`src/rtl/debug_rx_core_pkg.sv`:
```
// Shared constants for the debug RX channel: mgmt register map, STAT bit positions
// and the address decode helper.
package debug_rx_core_pkg;

    localparam logic [15:0] MASK_DBGRX      = 16'hFFFC;
    localparam logic [15:0] ADDR_DBGRX_DATA = 16'h0030;
    localparam logic [15:0] ADDR_DBGRX_STAT = 16'h0034;

    localparam int DBGRX_STAT_FULL  = 31;
    localparam int DBGRX_STAT_EMPTY = 30;
    localparam int DBGRX_STAT_IRQEN = 2;
    localparam int DBGRX_STAT_FLUSH = 0;

    typedef enum logic [1:0] {
        SEL_NONE = 2'd0,
        SEL_DATA = 2'd1,
        SEL_STAT = 2'd2
    } dbgrx_sel_e;

    function automatic dbgrx_sel_e dbgrx_decode(input logic [15:0] adr);
        logic [15:0] masked;
        masked = adr & MASK_DBGRX;
        if (masked == ADDR_DBGRX_DATA) begin
            return SEL_DATA;
        end else if (masked == ADDR_DBGRX_STAT) begin
            return SEL_STAT;
        end else begin
            return SEL_NONE;
        end
    endfunction

endpackage

```
`src/rtl/dbg_rx_fifo.sv`:
```
// Byte FIFO for the debug RX channel: registered pointers and count, head read
// combinationally; flush overrides push and pop.
module dbg_rx_fifo #(
    parameter int DEPTH = 16,
    parameter int CW    = $clog2(DEPTH) + 1
) (
    input  logic          clk,
    input  logic          rst,
    input  logic          push,
    input  logic [7:0]    din,
    input  logic          pop,
    input  logic          flush,
    output logic [7:0]    head,
    output logic [CW-1:0] count,
    output logic          full,
    output logic          empty
);

    localparam int AW = $clog2(DEPTH);

    logic [7:0]    mem_q [DEPTH];
    logic [AW-1:0] wr_ptr_q, wr_ptr_d;
    logic [AW-1:0] rd_ptr_q, rd_ptr_d;
    logic [CW-1:0] count_q, count_d;
    logic          push_ok_s, pop_ok_s;

    assign full  = (count_q == CW'(DEPTH));
    assign empty = (count_q == {CW{1'b0}});
    assign count = count_q;
    assign head  = mem_q[rd_ptr_q];

    // Next pointer/count state; pointers wrap naturally because DEPTH is a power of two
    always_comb begin
        push_ok_s = push && !full;
        pop_ok_s  = pop && !empty;
        wr_ptr_d  = wr_ptr_q;
        rd_ptr_d  = rd_ptr_q;
        count_d   = count_q;
        if (flush) begin
            wr_ptr_d = {AW{1'b0}};
            rd_ptr_d = {AW{1'b0}};
            count_d  = {CW{1'b0}};
        end else begin
            if (push_ok_s) begin
                wr_ptr_d = wr_ptr_q + AW'(1'b1);
            end else begin
                wr_ptr_d = wr_ptr_q;
            end
            if (pop_ok_s) begin
                rd_ptr_d = rd_ptr_q + AW'(1'b1);
            end else begin
                rd_ptr_d = rd_ptr_q;
            end
            count_d = count_q + CW'(push_ok_s) - CW'(pop_ok_s);
        end
    end

    // Pointer and occupancy registers
    always_ff @(posedge clk) begin
        if (rst) begin
            wr_ptr_q <= {AW{1'b0}};
            rd_ptr_q <= {AW{1'b0}};
            count_q  <= {CW{1'b0}};
        end else begin
            wr_ptr_q <= wr_ptr_d;
            rd_ptr_q <= rd_ptr_d;
            count_q  <= count_d;
        end
    end

    // Storage array; contents need no reset since occupancy gates every read
    always_ff @(posedge clk) begin
        if (push_ok_s && !flush) begin
            mem_q[wr_ptr_q] <= din;
        end
    end

endmodule

```
`src/rtl/debug_rx_core.sv`:
```
// Debug RX channel: host-link bytes buffered in dbg_rx_fifo and popped by software
// over the mgmt bus. Optional interrupt output enabled by the DBGRX_IRQ_EN macro.
module debug_rx_core
    import debug_rx_core_pkg::*;
#(
    parameter int DEPTH = 16,
    parameter int CW    = $clog2(DEPTH) + 1
) (
    input  logic        clk,
    input  logic        rst,
    input  logic        fifo_rx_vld,
    input  logic [7:0]  fifo_rx_dat,
    output logic        fifo_rx_rdy,
    input  logic        mgmt_req,
    input  logic [31:0] mgmt_adr,
    output logic        mgmt_ack,
    input  logic        mgmt_rwn,
    input  logic [1:0]  mgmt_wen,
    input  logic [31:0] mgmt_txd,
    output logic        mgmt_rxe,
    output logic [31:0] mgmt_rxd
`ifdef DBGRX_IRQ_EN
    ,
    output logic        dbg_irq
`endif
);

    logic          armed_q, armed_d;
    logic          issue_q, issue_d;
    dbgrx_sel_e    sel_q, sel_d;
    logic          ack_q, ack_d;
    logic          rxe_q, rxe_d;
    logic [31:0]   rxd_q, rxd_d;
    logic          request_s, pop_s, flush_s, push_s, irq_en_s;
    logic [31:0]   rd_data_s;
    logic [7:0]    head_s;
    logic [CW-1:0] count_s;
    logic          full_s, empty_s;
    logic          unused_s;

    assign unused_s    = ^{mgmt_wen, mgmt_adr[31:16], mgmt_txd};
    assign fifo_rx_rdy = !full_s;
    assign push_s      = fifo_rx_vld && !full_s;
    assign mgmt_ack    = ack_q;
    assign mgmt_rxe    = rxe_q;
    assign mgmt_rxd    = rxd_q;

    dbg_rx_fifo #(
        .DEPTH (DEPTH),
        .CW    (CW)
    ) u_fifo (
        .clk   (clk),
        .rst   (rst),
        .push  (push_s),
        .din   (fifo_rx_dat),
        .pop   (pop_s),
        .flush (flush_s),
        .head  (head_s),
        .count (count_s),
        .full  (full_s),
        .empty (empty_s)
    );

    // Bus responder: one transaction per rising edge of mgmt_req, read data captured before the pop
    always_comb begin
        armed_d   = mgmt_req;
        issue_d   = mgmt_req && !armed_q;
        sel_d     = dbgrx_decode(mgmt_adr[15:0]);
        request_s = issue_q && (sel_q != SEL_NONE);
        rd_data_s = 32'h0000_0000;
        pop_s     = 1'b0;
        flush_s   = 1'b0;
        case (sel_q)
            SEL_DATA: begin
                rd_data_s[8] = !empty_s;
                if (empty_s) begin
                    rd_data_s[7:0] = 8'h00;
                end else begin
                    rd_data_s[7:0] = head_s;
                end
                pop_s = request_s && mgmt_rwn;
            end
            SEL_STAT: begin
                rd_data_s[DBGRX_STAT_FULL]  = full_s;
                rd_data_s[DBGRX_STAT_EMPTY] = empty_s;
                rd_data_s[DBGRX_STAT_IRQEN] = irq_en_s;
                rd_data_s[8 +: CW]          = count_s;
                flush_s = request_s && !mgmt_rwn && mgmt_txd[DBGRX_STAT_FLUSH];
            end
            default: begin
                rd_data_s = 32'h0000_0000;
            end
        endcase
        ack_d = request_s;
        rxe_d = request_s && mgmt_rwn;
        if (rxe_d) begin
            rxd_d = rd_data_s;
        end else begin
            rxd_d = 32'h0000_0000;
        end
    end

    // Responder registers; reset drops any in-flight transaction
    always_ff @(posedge clk) begin
        if (rst) begin
            armed_q <= 1'b0;
            issue_q <= 1'b0;
            sel_q   <= SEL_NONE;
            ack_q   <= 1'b0;
            rxe_q   <= 1'b0;
            rxd_q   <= 32'h0000_0000;
        end else begin
            armed_q <= armed_d;
            issue_q <= issue_d;
            sel_q   <= sel_d;
            ack_q   <= ack_d;
            rxe_q   <= rxe_d;
            rxd_q   <= rxd_d;
        end
    end

`ifdef DBGRX_IRQ_EN
    logic irq_en_q, irq_en_d;
    logic irq_q, irq_d;

    assign irq_en_s = irq_en_q;
    assign dbg_irq  = irq_q;

    // Interrupt enable updated by STAT writes; irq lags the FIFO state by one cycle
    always_comb begin
        if (request_s && !mgmt_rwn && (sel_q == SEL_STAT)) begin
            irq_en_d = mgmt_txd[DBGRX_STAT_IRQEN];
        end else begin
            irq_en_d = irq_en_q;
        end
        irq_d = irq_en_q && !empty_s;
    end

    // Interrupt registers
    always_ff @(posedge clk) begin
        if (rst) begin
            irq_en_q <= 1'b0;
            irq_q    <= 1'b0;
        end else begin
            irq_en_q <= irq_en_d;
            irq_q    <= irq_d;
        end
    end
`else
    assign irq_en_s = 1'b0;
`endif

endmodule

```
`config.mk`:
```
export PLATFORM = sky130hd
export DESIGN_NAME = debug_rx_core
export DESIGN_NICKNAME = d
export VERILOG_FILES = /design/src/rtl/debug_rx_core_pkg.sv /design/src/rtl/dbg_rx_fifo.sv /design/src/rtl/debug_rx_core.sv
export SDC_FILE = /design/constraint.sdc
export NUM_CORES = 1
export LEC_CHECK = 0
export ABC_AREA = 1
export ABC_CLOCK_PERIOD_IN_PS = 7700
export CAP_MARGIN = 20
export CORE_UTILIZATION = 41
export CTS_CLUSTER_SIZE = 25
export DETAILED_ROUTE_END_ITERATION = 16
export GPL_TIMING_DRIVEN = 1
export PLACE_DENSITY = 0.65
export SLEW_MARGIN = 20
export SYNTH_ARGS = -nofsm -noshare
export SYNTH_HDL_FRONTEND = slang
export SYNTH_SLANG_ARGS = --single-unit
```
`constraint.sdc`:
```
create_clock -name clk -period 7.7 [get_ports clk]
set_clock_uncertainty 0.2 [all_clocks]
set_input_delay 1.155 -clock clk [delete_from_list [all_inputs] [get_ports clk]]
set_output_delay 1.155 -clock clk [all_outputs]
set_load 0.02 [all_outputs]
```
* Word level (Yosys, flattened, before mapping)
Memory sizes are Yosys's and may differ from the RTL's. A register that Yosys moved wholly into a read port is not among the register bits.
Cells that the tools add are included.
** Cells by class
- Multiplexer cells :: 7
- Add/sub/neg operators :: 4
- Bitwise operators :: 3
- Equal/unequal tests :: 5
- Reduce and logical (&&, ||, !) cells :: 21
** Operator list (number)
- $eq A14 B4 Y1 const B :: 2
- $logic_and A1 B1 Y1 :: 9
- $add A4 B1 Y4 const B :: 2
- $reduce_or A2 Y1 :: 3
- $add A5 B1 Y5 :: 1
- $eq A5 B5 Y1 const B :: 1
- $logic_not A1 Y1 :: 5
- $logic_not A5 Y1 :: 1
- $mux W1 :: 5
- $sub A5 B1 Y5 :: 1
- $reduce_or A4 Y1 :: 1
- $not A1 Y1 :: 3
- $reduce_or A3 Y1 :: 1
- $eq A2 B1 Y1 const B :: 1
- $eq A2 B2 Y1 const B :: 1
- $mux W2 :: 1
- $pmux W1 S2 :: 1
- $reduce_bool A2 Y1 :: 1
** Storage, ports and cells
- Word-level logic and storage cells :: 53
- Memories kept :: 1
- Input bits :: 79
- Bits in registers :: 43
- RAM bits :: 128
** Memories
- u_fifo.mem_q :: depth 16, bits a word 8, rd ports 1, clocked after memory_dff 1, write ports 1, line dbg_rx_fifo.sv:21 : logic [7:0] mem_q [DEPTH];

* Logic depth before layout (Yosys ltp)
Gate-level depths: netlist of the first run.
- Depth after elaboration :: 9
- Depth in mapped cells :: 17

* Cells and area by module
Synthesis of the first run repeated with hierarchy kept, for this count alone.
** Unflattened totals
- Cells, all modules :: 763
- Area, all modules :: 7330.8 µm²
** Modules (own cells, without submodules)
- dbg_rx_fifo :: sequential area each 4184.0 µm², cells an instance 651, times used 1, area each 6443.7 µm²
- debug_rx_core :: sequential area each 420.4 µm², cells an instance 112, times used 1, area each 887.1 µm²

* Least setup slack after synthesis of the first run
No wires, ideal clock.
- Path type :: input to register
- Start :: input port mgmt_rwn
- End :: register u_fifo.count_q[4], in the netlist u_fifo.count[4]
- Stages :: 14
- Required time :: 7.387 ns
- Slack :: 4.644 ns
- Path buffers :: 0
- Arrival time :: 2.743 ns
- Library setup time :: 0.113 ns
- Cells stage by stage :: nand2_1 nor2_1 nand2_1 inv_1 ha_1 inv_1 ha_1 fa_1 nand2_1 nand2_1 a21oi_1 nand2_1 nand2_1 nor2_1
** On the way
- Elaborated cells between the ends (all ways) :: 9
- Classes of those cells :: add/sub: 1; mux: 2; reduce/logical: 6
** RTL lines
- start: declaration :: line debug_rx_core.sv:17 : input logic mgmt_rwn,
- $logic_and A1 B1 Y1 :: line debug_rx_core.sv:81 : pop_s = request_s && mgmt_rwn;
- $mux W1 :: line debug_rx_core.sv:73 : case (sel_q)
- $logic_and A1 B1 Y1 :: line dbg_rx_fifo.sv:35 : pop_ok_s = pop && !empty;
- named net u_fifo.pop_ok_s :: line dbg_rx_fifo.sv:25 : logic push_ok_s, pop_ok_s;
- $sub A5 B1 Y5 :: line dbg_rx_fifo.sv:54 : count_d = count_q + CW'(push_ok_s) - CW'(pop_ok_s);
- end signal: assignment :: line dbg_rx_fifo.sv:63 : count_q <= {CW{1'b0}};
- end signal: assignment :: line dbg_rx_fifo.sv:67 : count_q <= count_d;
- end: declaration :: line dbg_rx_fifo.sv:24 : logic [CW-1:0] count_q, count_d;
The timed path passes the listed nets, and every way through them passes these cells.
A chain may end at the register's enable or synchronous reset.

* Worst setup path in the final report of the first run
Ends and elaborated chain as after synthesis.

==> results of run 1 <==
worst max-delay path, cell delays in order:
cell and delay (ns):
sky130_fd_sc_hd__clkdlybuf4s50_1 0.43, sky130_fd_sc_hd__nand2_1 0.12, sky130_fd_sc_hd__nor2_1 0.05, sky130_fd_sc_hd__nand2_1 0.16, sky130_fd_sc_hd__inv_1 0.12, sky130_fd_sc_hd__ha_1 0.29
sky130_fd_sc_hd__inv_1 0.04, sky130_fd_sc_hd__ha_1 0.19, sky130_fd_sc_hd__fa_1 0.39, sky130_fd_sc_hd__nand2_1 0.09, sky130_fd_sc_hd__nand2_1 0.05, sky130_fd_sc_hd__a21oi_1 0.16
sky130_fd_sc_hd__nand2_1 0.07, sky130_fd_sc_hd__nand2_1 0.06, sky130_fd_sc_hd__nor2_1 0.04
worst max-delay path by stage:
stage,end,slack [ns],cells past startpoint
floorplan,u_fifo.count[4],4.64,14
global placement,u_fifo.count[4],4.02,15
detailed placement,u_fifo.count[4],3.98,15
CTS,u_fifo.count[4],4.43,15
global route,u_fifo.count[4],4.20,15
finish,u_fifo.count[4],4.41,15
state kept, by name (all words and copies together), names as in the netlist:
| name | count |
|---|---|
| u_fifo.rd_ptr_q | 4 |
| mgmt_rxd | 15 |
| u_fifo.count | 5 |
| mgmt_rxe | 1 |
| armed_q | 1 |
| issue_q | 1 |
| sel_q | 2 |
| mgmt_ack | 1 |
| u_fifo.wr_ptr_q | 4 |
| u_fifo.mem_q | 128 |
layout make-up:
class                           count  area, sq um  share of cell area (%)
Clock buffer                       24          472                    5.68
Sequential cell                   162         4530                    54.5
Timing Repair Buffer               54          518                    6.24
Inverter                          147          552                    6.65
Clock inverter                      8         78.8                   0.950
Multi-Input combinational cell    407         1880                    22.6
Tap cell                          220          275                    3.32
synthesized netlist by cell type (3+ instances only):
cell type and number:
sky130_fd_sc_hd__inv_2 3, sky130_fd_sc_hd__buf_4 22, sky130_fd_sc_hd__nor4_1 4, sky130_fd_sc_hd__nand3_1 96, sky130_fd_sc_hd__ha_1 14, sky130_fd_sc_hd__xor2_1 4
sky130_fd_sc_hd__buf_2 12, sky130_fd_sc_hd__edfxtp_1 128, sky130_fd_sc_hd__nand2_1 195, sky130_fd_sc_hd__o21ai_0 4, sky130_fd_sc_hd__dfxtp_1 34, sky130_fd_sc_hd__clkbuf_1 5
sky130_fd_sc_hd__nor3_1 6, sky130_fd_sc_hd__nor2_1 42, sky130_fd_sc_hd__a21oi_1 18, sky130_fd_sc_hd__inv_1 144, sky130_fd_sc_hd__buf_1 4
per-layer routing:
metal,vias to the layer above,global-route usage (%)
met4,0,8.80
met2,173,29.2
li1,2411,-
met5,-,0
met1,2254,22.3
met3,26,4.76
report_power, final:
| group | leakage, nW | switching (W) | internal (W) |
|---|---|---|---|
| registers | 1.43 | 0.0000124 | 0.000977 |
| clock network | 0.257 | 0.000329 | 0.000462 |
| logic | 1.78 | 0.000112 | 0.0000578 |
| total | 3.47 | 0.000453 | 0.00150 |
per-stage QoR:
stage          setup slack [ns]  hold WS [ns]
2_1_floorplan              4.64         0.174
3_3_place_gp               4.02         0.179
3_5_place_dp               3.98         0.188
4_1_cts                    4.43         0.197
5_1_grt                    4.20         0.218
6_report                   4.41         0.192
logic make-up (layout without fill, tap and decap cells):
| family | count (synthesis) | after routing |
|---|---|---|
| and+or+nand+nor | 347 | 347 |
| buffers and inverters | 191 | 233 |
| DFF | 162 | 162 |
| AOI/OAI and AO/OA | 23 | 23 |
| adders and majority gates | 15 | 15 |
| xor gates and xnor gates | 5 | 5 |
| other | 1 | 17 |
==> impl_metrics.prom, run 1 <==
# TYPE chip_impl_metric gauge
chip_impl_info{name="run_status",value="finished clean"} 1
chip_impl_metric{name="placementRows",unit=""} 47
chip_impl_metric{name="detailed_place.area",unit="sq mm"} 0.00775
chip_impl_metric{name="drt-total-wl",unit="um"} 15100
chip_impl_info{name="min_to",value="issue_q"} 1
chip_impl_info{name="most_common_library_cell_in_the_layout_ignoring_fill_and_taps",value="sky130_fd_sc_hd__nand2_1"} 1
chip_impl_metric{name="worstRegToRegCells",unit=""} 17
chip_impl_metric{name="place.gp.congestion",unit=""} 0.776
chip_impl_metric{name="portBuffers",unit=""} 45
chip_impl_metric{name="finish.instance_area",unit="sq mm"} 0.00830
chip_impl_metric{name="synthesis.yosys.warnings",unit=""} 0
chip_impl_metric{name="core-area",unit="sq mm"} 0.0168
chip_impl_info{name="clockRootBuffer",value="sky130_fd_sc_hd__clkbuf_16"} 1
chip_impl_info{name="worstSetupPathType",value="in2reg"} 1
chip_impl_metric{name="drt-wirelength-per-cell",unit="um"} 14.8
chip_impl_metric{name="synth_seq_area_share",unit="%"} 63.2
chip_impl_metric{name="max_slew.worst_pin.slew",unit="ns"} 0.988
chip_impl_metric{name="antenna-diode-count",unit=""} 0
chip_impl_info{name="worstHoldPathType",value="reg2reg"} 1
chip_impl_info{name="critPathLaunch",value="mgmt_rwn"} 1
chip_impl_metric{name="clock_insertion_delay_worst_skew",unit="ns"} 0.42
chip_impl_info{name="tritoncts",value="built"} 1
chip_impl_metric{name="remaining_overflow_grt",unit=""} 0
chip_impl_metric{name="synth_edf_count",unit=""} 128
chip_impl_metric{name="tritoncts_num_sinks",unit=""} 162
chip_impl_info{name="worstReg2RegStart",value="u_fifo.count[2]"} 1
chip_impl_metric{name="synthXorXnorAreaFrac",unit="%"} 0.611
chip_impl_metric{name="power.density_cell_area",unit="mW/mm^2"} 235
chip_impl_info{name="startpoint_type",value="primary input"} 1
chip_impl_metric{name="synth_mux_area_share",unit="%"} 0
chip_impl_metric{name="via_count",unit=""} 4864
chip_impl_metric{name="num-fill-cells",unit=""} 1501
chip_impl_metric{name="dpl.hpwl",unit="um"} 8940
chip_impl_metric{name="clkSlewWorstSetupHoldPaths",unit="ns"} 0.06
chip_impl_metric{name="final_core_util",unit="%"} 49.3
chip_impl_metric{name="grt_max_degree",unit=""} 69
chip_impl_metric{name="detailedRoute.firstIterationViolations",unit=""} 376
chip_impl_metric{name="grt_usage",unit="%"} 18.0
chip_impl_metric{name="design.die.area",unit="sq mm"} 0.0180
chip_impl_metric{name="irDropWorstVdd",unit="mV"} 0.161
chip_impl_metric{name="post_cts_setup_inserts",unit=""} 0
chip_impl_metric{name="die_x",unit="um"} 134
chip_impl_info{name="dr.max_layer_used",value="met4"} 1
chip_impl_metric{name="synth_compound_gate_area_share",unit="%"} 1.64
chip_impl_info{name="mostFrequentLayoutCells",value="sky130_fd_sc_hd__nand2_1 (195), sky130_fd_sc_hd__inv_1 (144), sky130_fd_sc_hd__edfxtp_1 (128)"} 1
chip_impl_metric{name="h-tree-depth",unit=""} 4
chip_impl_metric{name="max_cap_violations",unit=""} 0
chip_impl_metric{name="wl_met1",unit="um"} 6690
chip_impl_metric{name="yosys_register_bits",unit=""} 162
chip_impl_info{name="synth_top_family_by_area",value="simple AND/OR/NAND/NOR gates"} 1
chip_impl_metric{name="achievable-frequency",unit="GHz"} 0.304
chip_impl_metric{name="ctsHoldBuffers",unit=""} 0
chip_impl_info{name="netlist.top_cell.by_area",value="sky130_fd_sc_hd__edfxtp_1"} 1
chip_impl_metric{name="routed_via_density",unit=""} 4.76
chip_impl_info{name="grt_setup_unrepaired",value="false"} 1
chip_impl_metric{name="final_hold_viol_count",unit=""} 0
chip_impl_metric{name="layout-drive-gt1-share",unit="%"} 5.24
chip_impl_metric{name="dp.cells",unit=""} 990
chip_impl_metric{name="chipHeight",unit="um"} 134
chip_impl_metric{name="holdPathStages",unit=""} 1
chip_impl_metric{name="slew_violations",unit=""} 0
chip_impl_metric{name="first_pass_grt_wire_length",unit="um"} 23900
chip_impl_metric{name="post_synth_inst_count",unit=""} 744
chip_impl_metric{name="mappedNetlistArea",unit="sq mm"} 0.00716
chip_impl_metric{name="synth_simple_gate_area_share",unit="%"} 20.3
chip_impl_metric{name="route.detailed.drc",unit=""} 0
chip_impl_metric{name="fin_crit_sh",unit="%"} 42.7
chip_impl_metric{name="met3WireLength",unit="um"} 932
chip_impl_metric{name="met2_wirelength",unit="um"} 7130
chip_impl_metric{name="final.min_clock_period",unit="ns"} 3.29
chip_impl_info{name="beginning_of_the_worst_hold_path",value="armed_q"} 1
chip_impl_metric{name="slew_headroom",unit="%"} 33.9
chip_impl_metric{name="total_power",unit="W"} 0.00195
chip_impl_metric{name="fin_nets",unit=""} 883
chip_impl_info{name="main_area_contributors_after_synthesis",value="sky130_fd_sc_hd__edfxtp_1 (54%), sky130_fd_sc_hd__nand2_1 (10%), sky130_fd_sc_hd__dfxtp_1 (9.5%)"} 1
chip_impl_metric{name="clockBufferDepth",unit=""} 2
chip_impl_metric{name="synth.avg_cell_area",unit="sq um"} 9.63
chip_impl_metric{name="grt_antenna_before_repair",unit=""} 0
chip_impl_metric{name="detailedRoute.firstPassIterationCount",unit=""} 5
chip_impl_metric{name="areaGrowthSynthToFinish",unit="%"} 15.8
chip_impl_metric{name="static-leakage-power",unit="nW"} 3.47
chip_impl_metric{name="first_global_vias",unit=""} 4684
chip_impl_info{name="synth-main-ff-cell",value="sky130_fd_sc_hd__edfxtp_1"} 1
chip_impl_metric{name="cp_data_arrival_time",unit="ns"} 3.41
chip_impl_metric{name="cts_inserted_buffers",unit=""} 17
chip_impl_metric{name="synthAdderAreaFrac",unit="%"} 2.72
chip_impl_metric{name="path_max_fanout",unit=""} 6
chip_impl_metric{name="yosysUniqueCellTypes",unit=""} 26
chip_impl_metric{name="cts_repair_resize_count",unit=""} 0
chip_impl_info{name="worstSetupEndpointType",value="flip-flop"} 1
chip_impl_metric{name="antenna_violating_nets_post_route",unit=""} 0
chip_impl_info{name="critical_path.reg2reg.endpoint",value="u_fifo.count[4]"} 1
chip_impl_metric{name="synth.top_cell.area_share",unit="%"} 53.7
chip_impl_metric{name="cp_data_required_time",unit="ns"} 7.82
chip_impl_metric{name="synthArstFlopShare",unit="%"} 0
chip_impl_metric{name="regToRegSetupSlack",unit="ns"} 4.86
chip_impl_metric{name="layout.cells.non_filler",unit=""} 1022
chip_impl_metric{name="finalSetupViolations",unit=""} 0
chip_impl_metric{name="floorplan.initialDensity",unit="%"} 42.6
chip_impl_metric{name="finalSetupTns",unit="ns"} 0
chip_impl_metric{name="design.portCount",unit=""} 114
Power figures use the tool's default switching activity.
==> inputs of run 2 (changes only) <==
--- a/config.mk
+++ b/config.mk
@@ -6,13 +6,13 @@
 export NUM_CORES = 1
 export LEC_CHECK = 0
 export ABC_AREA = 1
-export ABC_CLOCK_PERIOD_IN_PS = 7700
+export ABC_CLOCK_PERIOD_IN_PS = 2800
 export CAP_MARGIN = 20
 export CORE_UTILIZATION = 41
 export CTS_CLUSTER_SIZE = 25
 export DETAILED_ROUTE_END_ITERATION = 16
 export GPL_TIMING_DRIVEN = 1
-export PLACE_DENSITY = 0.65
+export PLACE_DENSITY = 0.67
 export SLEW_MARGIN = 20
 export SYNTH_ARGS = -nofsm -noshare
 export SYNTH_HDL_FRONTEND = slang
==> constraint.sdc (replaced) <==
create_clock -name clk -period 2.8 [get_ports clk]
set_clock_uncertainty 0.2 [all_clocks]
set_input_delay 0.42 -clock clk [delete_from_list [all_inputs] [get_ports clk]]
set_output_delay 0.42 -clock clk [all_outputs]
set_load 0.02 [all_outputs]
==> run 2 against run 1 <==
Global-route usage down 0.11 points; clock power rose to 2.6 times the previous value; utilization up 1.1 points; wire length down 0.63%; flip-flop and latch count unchanged; worst setup slack worse by 4.2 ns; critical path depth up 2; hold slack better by 0.00051 ns; sequential power rose to 2.8 times the previous value; register-to-register slack worse by 4.7 ns; final area up 2.3%; critical endpoint unchanged; largest cell class unchanged; highest routed layer unchanged.
==> impl_metrics.prom, run 2 (synthesis gave the netlist of run 1 again) <==
# TYPE chip_impl_metric gauge
chip_impl_metric{name="grt_usage",unit="%"} 17.9
chip_impl_metric{name="placementRows",unit=""} 47
chip_impl_metric{name="final_core_util",unit="%"} 50.5
chip_impl_metric{name="power.density_cell_area",unit="mW/mm^2"} 631
chip_impl_metric{name="finalSetupTns",unit="ns"} 0
chip_impl_metric{name="areaGrowthSynthToFinish",unit="%"} 18.5
chip_impl_metric{name="grtUsageMet3",unit="%"} 4.76
chip_impl_info{name="worstSetupPathType",value="reg2reg"} 1
chip_impl_info{name="worstReg2RegStart",value="u_fifo.count[2]"} 1
chip_impl_info{name="worstHoldPathType",value="reg2reg"} 1
chip_impl_metric{name="holdPathStages",unit=""} 1
chip_impl_metric{name="first_pass_grt_wire_length",unit="um"} 24000
chip_impl_metric{name="final_hold_viol_count",unit=""} 0
chip_impl_metric{name="design.portCount",unit=""} 114
chip_impl_info{name="tritoncts",value="built"} 1
chip_impl_metric{name="design.die.area",unit="sq mm"} 0.0180
chip_impl_metric{name="max_slew.worst_pin.slew",unit="ns"} 0.740
chip_impl_metric{name="route.detailed.drc",unit=""} 0
chip_impl_metric{name="achievable-frequency",unit="GHz"} 0.384
chip_impl_metric{name="clkSlewWorstSetupHoldPaths",unit="ns"} 0.06
chip_impl_metric{name="path_max_fanout",unit=""} 3
chip_impl_metric{name="grt_max_degree",unit=""} 68
chip_impl_metric{name="first_global_vias",unit=""} 4719
chip_impl_info{name="clockRootBuffer",value="sky130_fd_sc_hd__clkbuf_16"} 1
chip_impl_metric{name="finalSetupViolations",unit=""} 0
chip_impl_metric{name="grt_antenna_before_repair",unit=""} 0
chip_impl_metric{name="max_cap_violations",unit=""} 0
chip_impl_metric{name="final.min_clock_period",unit="ns"} 2.61
chip_impl_metric{name="dpl_worst_slack",unit="ns"} -0.0370
chip_impl_metric{name="slew_headroom",unit="%"} 50.7
chip_impl_info{name="mostFrequentLayoutCells",value="sky130_fd_sc_hd__nand2_1 (193), sky130_fd_sc_hd__inv_1 (142), sky130_fd_sc_hd__edfxtp_1 (128)"} 1
chip_impl_metric{name="power_frac_seq",unit="%"} 50.9
chip_impl_metric{name="remaining_overflow_grt",unit=""} 0
chip_impl_metric{name="chipHeight",unit="um"} 134
chip_impl_metric{name="dpl.hpwl",unit="um"} 9600
chip_impl_metric{name="die_x",unit="um"} 134
chip_impl_metric{name="antenna-diode-count",unit=""} 0
chip_impl_metric{name="detailedRoute.firstPassIterationCount",unit=""} 5
chip_impl_metric{name="power.share.combinational",unit="%"} 10.1
chip_impl_metric{name="antenna_violating_nets_post_route",unit=""} 0
chip_impl_metric{name="cts_inserted_buffers",unit=""} 17
chip_impl_metric{name="via_count",unit=""} 4969
chip_impl_metric{name="clockBufferDepth",unit=""} 2
chip_impl_metric{name="largest_register_ffs",unit=""} 128
chip_impl_info{name="run_status",value="finished clean"} 1
chip_impl_metric{name="slew_violations",unit=""} 0
chip_impl_metric{name="h-tree-depth",unit=""} 4
chip_impl_info{name="top_register",value="u_fifo.mem_q"} 1
chip_impl_metric{name="worstRegToRegCells",unit=""} 17
chip_impl_info{name="beginning_of_the_worst_hold_path",value="armed_q"} 1
chip_impl_metric{name="portBuffers",unit=""} 45
chip_impl_info{name="most_common_library_cell_in_the_layout_ignoring_fill_and_taps",value="sky130_fd_sc_hd__nand2_1"} 1
chip_impl_metric{name="p_clk_share",unit="%"} 39.0
chip_impl_metric{name="fin_nets",unit=""} 908
chip_impl_metric{name="regToRegSetupSlack",unit="ns"} 0.19
chip_impl_metric{name="floorplan.initialDensity",unit="%"} 42.6
chip_impl_metric{name="fin_crit_sh",unit="%"} 93.1
chip_impl_metric{name="ctsHoldBuffers",unit=""} 0
chip_impl_metric{name="layout_setup_ws",unit="ns"} 0.193
chip_impl_info{name="globalRoute.busiestLayer",value="met2"} 1
chip_impl_metric{name="detailedRoute.firstIterationViolations",unit=""} 459
chip_impl_metric{name="clock_insertion_delay_worst_skew",unit="ns"} 0.42
chip_impl_metric{name="layout-drive-gt1-share",unit="%"} 8.46
chip_impl_metric{name="static-leakage-power",unit="nW"} 3.60
chip_impl_info{name="worstSetupEndpointType",value="flip-flop"} 1
chip_impl_metric{name="finish.instance_area",unit="sq mm"} 0.00849
chip_impl_info{name="min_to",value="issue_q"} 1
chip_impl_metric{name="drt-total-wl",unit="um"} 15000
chip_impl_metric{name="globalRouteMet2Util",unit="%"} 30.2
chip_impl_metric{name="internal_power",unit="W"} 0.00412
chip_impl_info{name="grt_setup_unrepaired",value="false"} 1
chip_impl_info{name="startpoint_type",value="flip-flop"} 1
chip_impl_metric{name="routed_via_density",unit=""} 4.75
chip_impl_metric{name="irDropWorstVdd",unit="mV"} 0.482
chip_impl_metric{name="place.gp.congestion",unit=""} 0.803
chip_impl_metric{name="detailed_place.area",unit="sq mm"} 0.00793
chip_impl_metric{name="tritoncts_num_sinks",unit=""} 162
chip_impl_metric{name="core-area",unit="sq mm"} 0.0168
chip_impl_metric{name="cp_data_arrival_time",unit="ns"} 2.72
chip_impl_metric{name="netSwitchingPower",unit="W"} 0.00123
chip_impl_metric{name="grt_util_met1",unit="%"} 21.9
chip_impl_metric{name="cp_data_required_time",unit="ns"} 2.91
chip_impl_metric{name="p_sw_share",unit="%"} 23.0
chip_impl_metric{name="num-fill-cells",unit=""} 1540
chip_impl_info{name="critical_path.reg2reg.endpoint",value="u_fifo.count[4]"} 1
chip_impl_metric{name="drt-wirelength-per-cell",unit="um"} 14.3
[run 2: changes by cell type in the layout (fill, tap and decap cells not counted), moves of 2 or more]
cell	before	now
sky130_fd_sc_hd__buf_4	9	33
sky130_fd_sc_hd__clkbuf_1	5	7
sky130_fd_sc_hd__clkinv_1	0	2
sky130_fd_sc_hd__clkinvlp_4	4	1
sky130_fd_sc_hd__inv_1	144	142
sky130_fd_sc_hd__inv_2	3	5
sky130_fd_sc_hd__nand2_1	195	193
sky130_fd_sc_hd__nand2_2	0	2
[run 2: critical path: stages (launching register included)]
cell	delay (ns)
sky130_fd_sc_hd__dfxtp_1	0.32
sky130_fd_sc_hd__inv_2	0.07
sky130_fd_sc_hd__ha_1	0.16
sky130_fd_sc_hd__nand2_1	0.08
sky130_fd_sc_hd__nor2_2	0.14
sky130_fd_sc_hd__nand2_2	0.08
sky130_fd_sc_hd__nand2_2	0.07
sky130_fd_sc_hd__inv_1	0.06
sky130_fd_sc_hd__ha_1	0.27
sky130_fd_sc_hd__inv_1	0.04
sky130_fd_sc_hd__ha_1	0.20
sky130_fd_sc_hd__fa_2	0.34
sky130_fd_sc_hd__nand2_1	0.10
sky130_fd_sc_hd__nand2_1	0.07
sky130_fd_sc_hd__a21oi_2	0.15
sky130_fd_sc_hd__nand2_1	0.06
sky130_fd_sc_hd__nand2_1	0.06
sky130_fd_sc_hd__nor2_1	0.03
[run 2: how the worst max path moves through the flow]
stage | from | end | slack, ns
floorplan | u_fifo.count[3] | u_fifo.count[4] | 0.24
global placement | mgmt_rwn | u_fifo.count[4] | 0.04
detailed placement | mgmt_rwn | u_fifo.count[4] | -0.04
CTS | u_fifo.count[2] | u_fifo.count[4] | 0.06
global route | u_fifo.count[3] | u_fifo.count[4] | 0.02
finish | u_fifo.count[2] | u_fifo.count[4] | 0.19
[run 2: power by group through the flow]
| stage | clock network [W] | registers (W) | logic [W] |
|---|---|---|---|
| after floorplan | 0 | 0.00276 | 0.000327 |
| after global placement | 0 | 0.00277 | 0.000473 |
| after detailed placement | 0 | 0.00277 | 0.000488 |
| after CTS | 0.00213 | 0.00272 | 0.000492 |
| after global routing | 0.00224 | 0.00273 | 0.000605 |
| final | 0.00209 | 0.00273 | 0.000539 |
[run 2: repair_timing]
| action | in CTS | in global routing |
|---|---|---|
| resized for setup | 0 | 7 |
| setup buffers | 0 | 2 |
| endpoints found under the setup margin | 0 | 1 |
[run 2: layer usage]
layer	share of wire, %	vias up
met3	4.9	23
li1	-	2455
met4	1.9	0
met5	0	-
met1	43	2350
met2	50	141
[run 2: final cells by class]
| class | instances | area, sq um | area share (%) |
|---|---|---|---|
| flip-flops and latches | 162 | 4530 | 53.3 |
| multi-input cells | 407 | 1890 | 22.3 |
| repair buffers | 79 | 718 | 8.46 |
| inverters | 147 | 552 | 6.50 |
| clock buffers | 25 | 465 | 5.48 |
| well taps | 220 | 275 | 3.24 |
| clock inverters | 7 | 60.1 | 0.708 |
[run 2: stage by stage]
| stage | hold WS (ns) | power [W] | cells |
|---|---|---|---|
| global route | 0.206 | 0.00558 | 1047 |
| floorplan | 0.174 | 0.00309 | 760 |
| global placement | 0.179 | 0.00324 | 1013 |
| finish | 0.193 | 0.00535 | 1047 |
| CTS | 0.198 | 0.00535 | 1045 |
| detailed placement | 0.190 | 0.00326 | 1013 |
==> RTL change 1, RTL diff (config.mk and constraints of run 1) <==
`DEPTH` is set to 16 in 2 places; all go to 64.
--- a/src/rtl/dbg_rx_fifo.sv
+++ b/src/rtl/dbg_rx_fifo.sv
@@ -1,7 +1,7 @@
 // Byte FIFO for the debug RX channel: registered pointers and count, head read
 // combinationally; flush overrides push and pop.
 module dbg_rx_fifo #(
-    parameter int DEPTH = 16,
+    parameter int DEPTH = 64,
     parameter int CW    = $clog2(DEPTH) + 1
 ) (
     input  logic          clk,
--- a/src/rtl/debug_rx_core.sv
+++ b/src/rtl/debug_rx_core.sv
@@ -3,7 +3,7 @@
 module debug_rx_core
     import debug_rx_core_pkg::*;
 #(
-    parameter int DEPTH = 16,
+    parameter int DEPTH = 64,
     parameter int CW    = $clog2(DEPTH) + 1
 ) (
     input  logic        clk,
Check against the original RTL: same outputs for any inputs over 4 cycles, from zero or initial values and one cycle with rst high; that may be too few to reach the edited logic, so the function may still have changed.
==> RTL change 1 against run 1 <==
Count of clock-buffer cells in the layout grew 52; setup slack lost 1.0 ns; routed wire length grew to 3.6 times the old value; largest cell class unchanged; power grew to 3.2 times the old value; cell area grew to 3.1 times the old value; sequential cell count grew 392; area after synthesis grew to 3.2 times the old value; register-to-register slack lost 1.5 ns.
==> RTL change 1: results (changes against run 1) <==
stage;metric;value;unit;change
route;DRT iter0 DRCs;1575;;+320%
route;drt wl/cell;18.4;um;+24%
clocking;later-pin clock latency in the skew report;0.61;ns;+0.19 ns
critical_path;CP max stage cell;buf_4;;
yosys;Post-synth EDFFs;512;;+300%
global_routing;number of global-route vias before repair;14900;;+220%
yosys;largest cells by area after synthesis;edfxtp_1 (67%), nand2_1 (9.8%), nand3_1 (6.0%);;
global_routing;pin count of the biggest net entering global routing;146;;+110%
power_and_ir_drop;Worst VDD drop;197;uV;+22%
layout;max reg flops;512;;+300%
global_routing;met3 global-route usage;2.75;%;-2.0 points
critical_path;crit-path leading delay family;buffers and inverters;;
critical_path;Crit path arrival time;4.61;ns;+1.20 ns
route;met2 WL;25.9;mm;+260%
place;port bufs;47;;+4.4%
timing;max_slew headroom;25.6;%;-8.3 points
power_and_ir_drop;Sequential Power Share;54.0;%;+3.2 points
clocking;H-tree Lvls;2;;-2
route;WL met3;3.75;mm;+300%
critical_path;R2R depth;10;;-7
critical_path;crit path launch;u_fifo.rd_ptr_q[0]$_SDFFE_PP0P_;;
run_status;status;finished clean;;
power_and_ir_drop;PwrDens;240;nW/um^2;+1.9%
place;Post-Place Setup Slack;3.16;ns;-0.819 ns
layout;share of layout cells above drive strength 1;4.68;%;-0.55 points
power_and_ir_drop;Comb power frac;4.5;%;-4.2 points
power_and_ir_drop;Pleak;9.55;nW;+180%
yosys;sequential share of the synthesized area;70.2;%;+7.0 points
global_routing;gr usage total;19.3;%;+1.3 points
yosys;Yosys cell types;25;;-3.8%
critical_path;crit path max fanout;100;;+94
global_routing;first-pass GRT wire length;84.1;mm;+250%
timing;period utilization;56.2;%;+14 points
route;via-per-instance ratio;5.14;;+7.9%
place;DP Area;24100;sq um;+210%
yosys;top cells by instance count after synthesis;nand2_1 (606), edfxtp_1 (512), nand3_1 (279);;
critical_path;critical path's largest stage delay;0.94;ns;+0.51 ns
power_and_ir_drop;Switch Pwr;1.33;mW;+190%
global_routing;routing usage on met2;31.7;%;+2.5 points
-- RTL change 1: area by class of cell --
type | instances | area, sq um | share of cell area (%)
Sequential cell | 554 | 16200 | 62.9
Multi-Input combinational cell | 1338 | 5740 | 22.3
Clock buffer | 76 | 1530 | 5.93
Tap cell | 748 | 936 | 3.63
Inverter | 161 | 613 | 2.38
Timing Repair Buffer | 65 | 566 | 2.19
Clock inverter | 27 | 174 | 0.675
-- RTL change 1: cells by family after synthesis --
kind of cell	Yosys count	synth area share [%]
compound gates	135	2.93
xor+xnor	1	0.0379
fa+ha+maj	15	0.845
buf+inv	282	5.24
flops	554	70.2
other cells	1	0.0162
simple gates	1172	20.8
-- RTL change 1: per-stage QoR --
step / hold slack [ns] / instances
after floorplan: 0.174 / 2174
after global placement: 0.181 / 2866
after detailed placement: 0.185 / 2866
after CTS: 0.194 / 2969
after global routing: 0.213 / 2969
final: 0.189 / 2969
==> RTL change 2, RTL diff (config.mk and constraints of run 1) <==
Without the edit above. Re-encode `dbgrx_sel_e` (3 values) as one-hot, 3 bits wide.
--- a/src/rtl/debug_rx_core_pkg.sv
+++ b/src/rtl/debug_rx_core_pkg.sv
@@ -11,10 +11,10 @@
     localparam int DBGRX_STAT_IRQEN = 2;
     localparam int DBGRX_STAT_FLUSH = 0;
 
-    typedef enum logic [1:0] {
-        SEL_NONE = 2'd0,
-        SEL_DATA = 2'd1,
-        SEL_STAT = 2'd2
+    typedef enum logic [2:0] {
+        SEL_NONE = 3'b001,
+        SEL_DATA = 3'b010,
+        SEL_STAT = 3'b100
     } dbgrx_sel_e;
 
     function automatic dbgrx_sel_e dbgrx_decode(input logic [15:0] adr);
Behaviour: same outputs for any inputs over 10 cycles, from zero or initial values and one cycle with rst high; not proved beyond that.
==> RTL change 2 against run 1 <==
Power down 1.3%; utilization shrank 0.68 points; sequential cell count increased by 1; critical path type is now flip-flop to output pin; largest power group unchanged; hold slack worse by 0.0052 ns; maximum frequency is 1.2% higher; sequential power barely moved; setup slack better by 0.040 ns; first-iteration DRC count shrank 2.4%; via count increased by 1.3%; critical path depth is 9 lower; cell area is 1.4% higher; final cell count up 2.5%; critical endpoint is now fifo_rx_rdy; area after synthesis is 1.5% higher; routed wire length down 1.1%.
==> RTL change 2: results (changes against run 1) <==
stage;metric;value;unit;change
critical_path;CP max stage cell;clkdlybuf4s50_1;;
global_routing;first-pass GRT wire length;23.7;mm;-0.92%
place;Final Wtd Congestion;0.771;;-0.75%
critical_path;Crit path arrival time;1.90;ns;-1.51 ns
layout;Non-clock buffers;56;;+3.7%
layout;#MultiIn Comb;424;;+4.2%
yosys;Yosys cell types;29;;+12%
critical_path;critical path's largest stage delay;0.57;ns;+0.14 ns
layout;Signal buf overhead;6.30;%;+0.061 points
layout;Fillers;1610;;+7.3%
power_and_ir_drop;PwrDens;229;nW/um^2;-2.7%
timing;Worst Setup Slack, final;4.45;ns;+0.0404 ns
power_and_ir_drop;Pleak;3.53;nW;+1.8%
timing;Slew @ Worst Pin;0.870;ns;-0.118 ns
layout;share of layout cells above drive strength 1;6.80;%;+1.6 points
route;DRT iter0 DRCs;367;;-2.4%
route;DR pass1 iterations;5;;unchanged
layout;Biggest register;u_fifo.mem_q;;
clocking;root buf cell;clkbuf_16;;
yosys;yosys warns;0;;unchanged
route;via count;4925;;+1.3%
power_and_ir_drop;Worst VDD drop;183;uV;+14%
layout;ClkCell Share;6.27;%;-0.36 points
layout;NumNets Final;901;;+2.0%
clocking;Clock transition at path regs;0.06;ns;about the same
global_routing;gr usage total;17.6;%;-0.39 points
global_routing;number of global-route vias before repair;4428;;-5.5%
critical_path;crit-path leading delay family;buffers and inverters;;
power_and_ir_drop;Pwr Total;1.92;mW;-1.3%
place;DP Area;7890;sq um;+1.8%
route;drt wl/cell;14.2;um;-3.5%
critical_path;crit path max fanout;3;;-3
yosys;sequential share of the synthesized area;62.5;%;-0.64 points
layout;Seq Cell Count;163;;+0.62%
clocking;postcts setup bufs;0;;unchanged
clocking;Post-CTS Resized;0;;unchanged
place;hpwl dp;9.13;mm;+2.1%
place;Post-Place Setup Slack;4.11;ns;+0.123 ns
floorplan;Core Region;17300;sq um;+2.8%
yosys;largest cells by area after synthesis;edfxtp_1 (53%), nand2_1 (11%), dfxtp_1 (9.6%);;
layout;fraction of area in multi-input gates;23.4;%;+0.83 points
yosys;syn_area_per_cell;9.51;sq um;-1.2%
layout;Logic inverters;148;;+0.68%
layout;Seq/total area;54.0;%;-0.53 points
layout;CLK BUF;20;;-17%
layout;max reg flops;128;;unchanged
power_and_ir_drop;seq pwr;0.989;mW;about the same
power_and_ir_drop;internal power;1.48;mW;-1.3%
power_and_ir_drop;Clk pwr share;39.5;%;-1.0 points
critical_path;reg2reg setup slack;4.80;ns;-0.06 ns
place;Placed Instances;1016;;+2.6%
yosys;top cells by instance count after synthesis;nand2_1 (205), inv_1 (145), edfxtp_1 (128);;
run_status;status;finished clean;;
global_routing;pin count of the biggest net entering global routing;68;;-1.4%
route;via-per-instance ratio;4.70;;-1.3%
yosys;Async SR Flop Fraction;0;%;unchanged
clocking;total CTS buffers;17;;unchanged
timing;final hold slack;0.187;ns;-0.00515 ns
RTL change 2: worst paths after layout:
kind / startpoint / end / cells after the start
worst max-delay path: u_fifo.count[2]$_SDFF_PP0_ / fifo_rx_rdy / 6
worst min-delay path: armed_q$_SDFF_PP0_ / issue_q$_SDFF_PP0_ / 1
worst max register to register: u_fifo.count[2]$_SDFF_PP0_ / u_fifo.count[4]$_SDFF_PP0_ / 16
worst min register to register: armed_q$_SDFF_PP0_ / issue_q$_SDFF_PP0_ / 1
RTL change 2: logic make-up after synthesis:
kind of cell    count (synthesis)  share of synthesized area, %
compound gates                 21                          1.45
xor+xnor                        6                         0.723
fa+ha+maj                      12                          2.17
buf+inv                       193                          11.4
flops                         163                          62.5
other cells                     1                        0.0516
simple gates                  368                          21.7
RTL change 2: routing by layer:
metal | GRT usage (%) | part of all wire [%]
met5 | 0 | 0
met4 | 5.12 | 1.3
met3 | 4.12 | 6.7
met2 | 29.3 | 49
met1 | 22.9 | 43
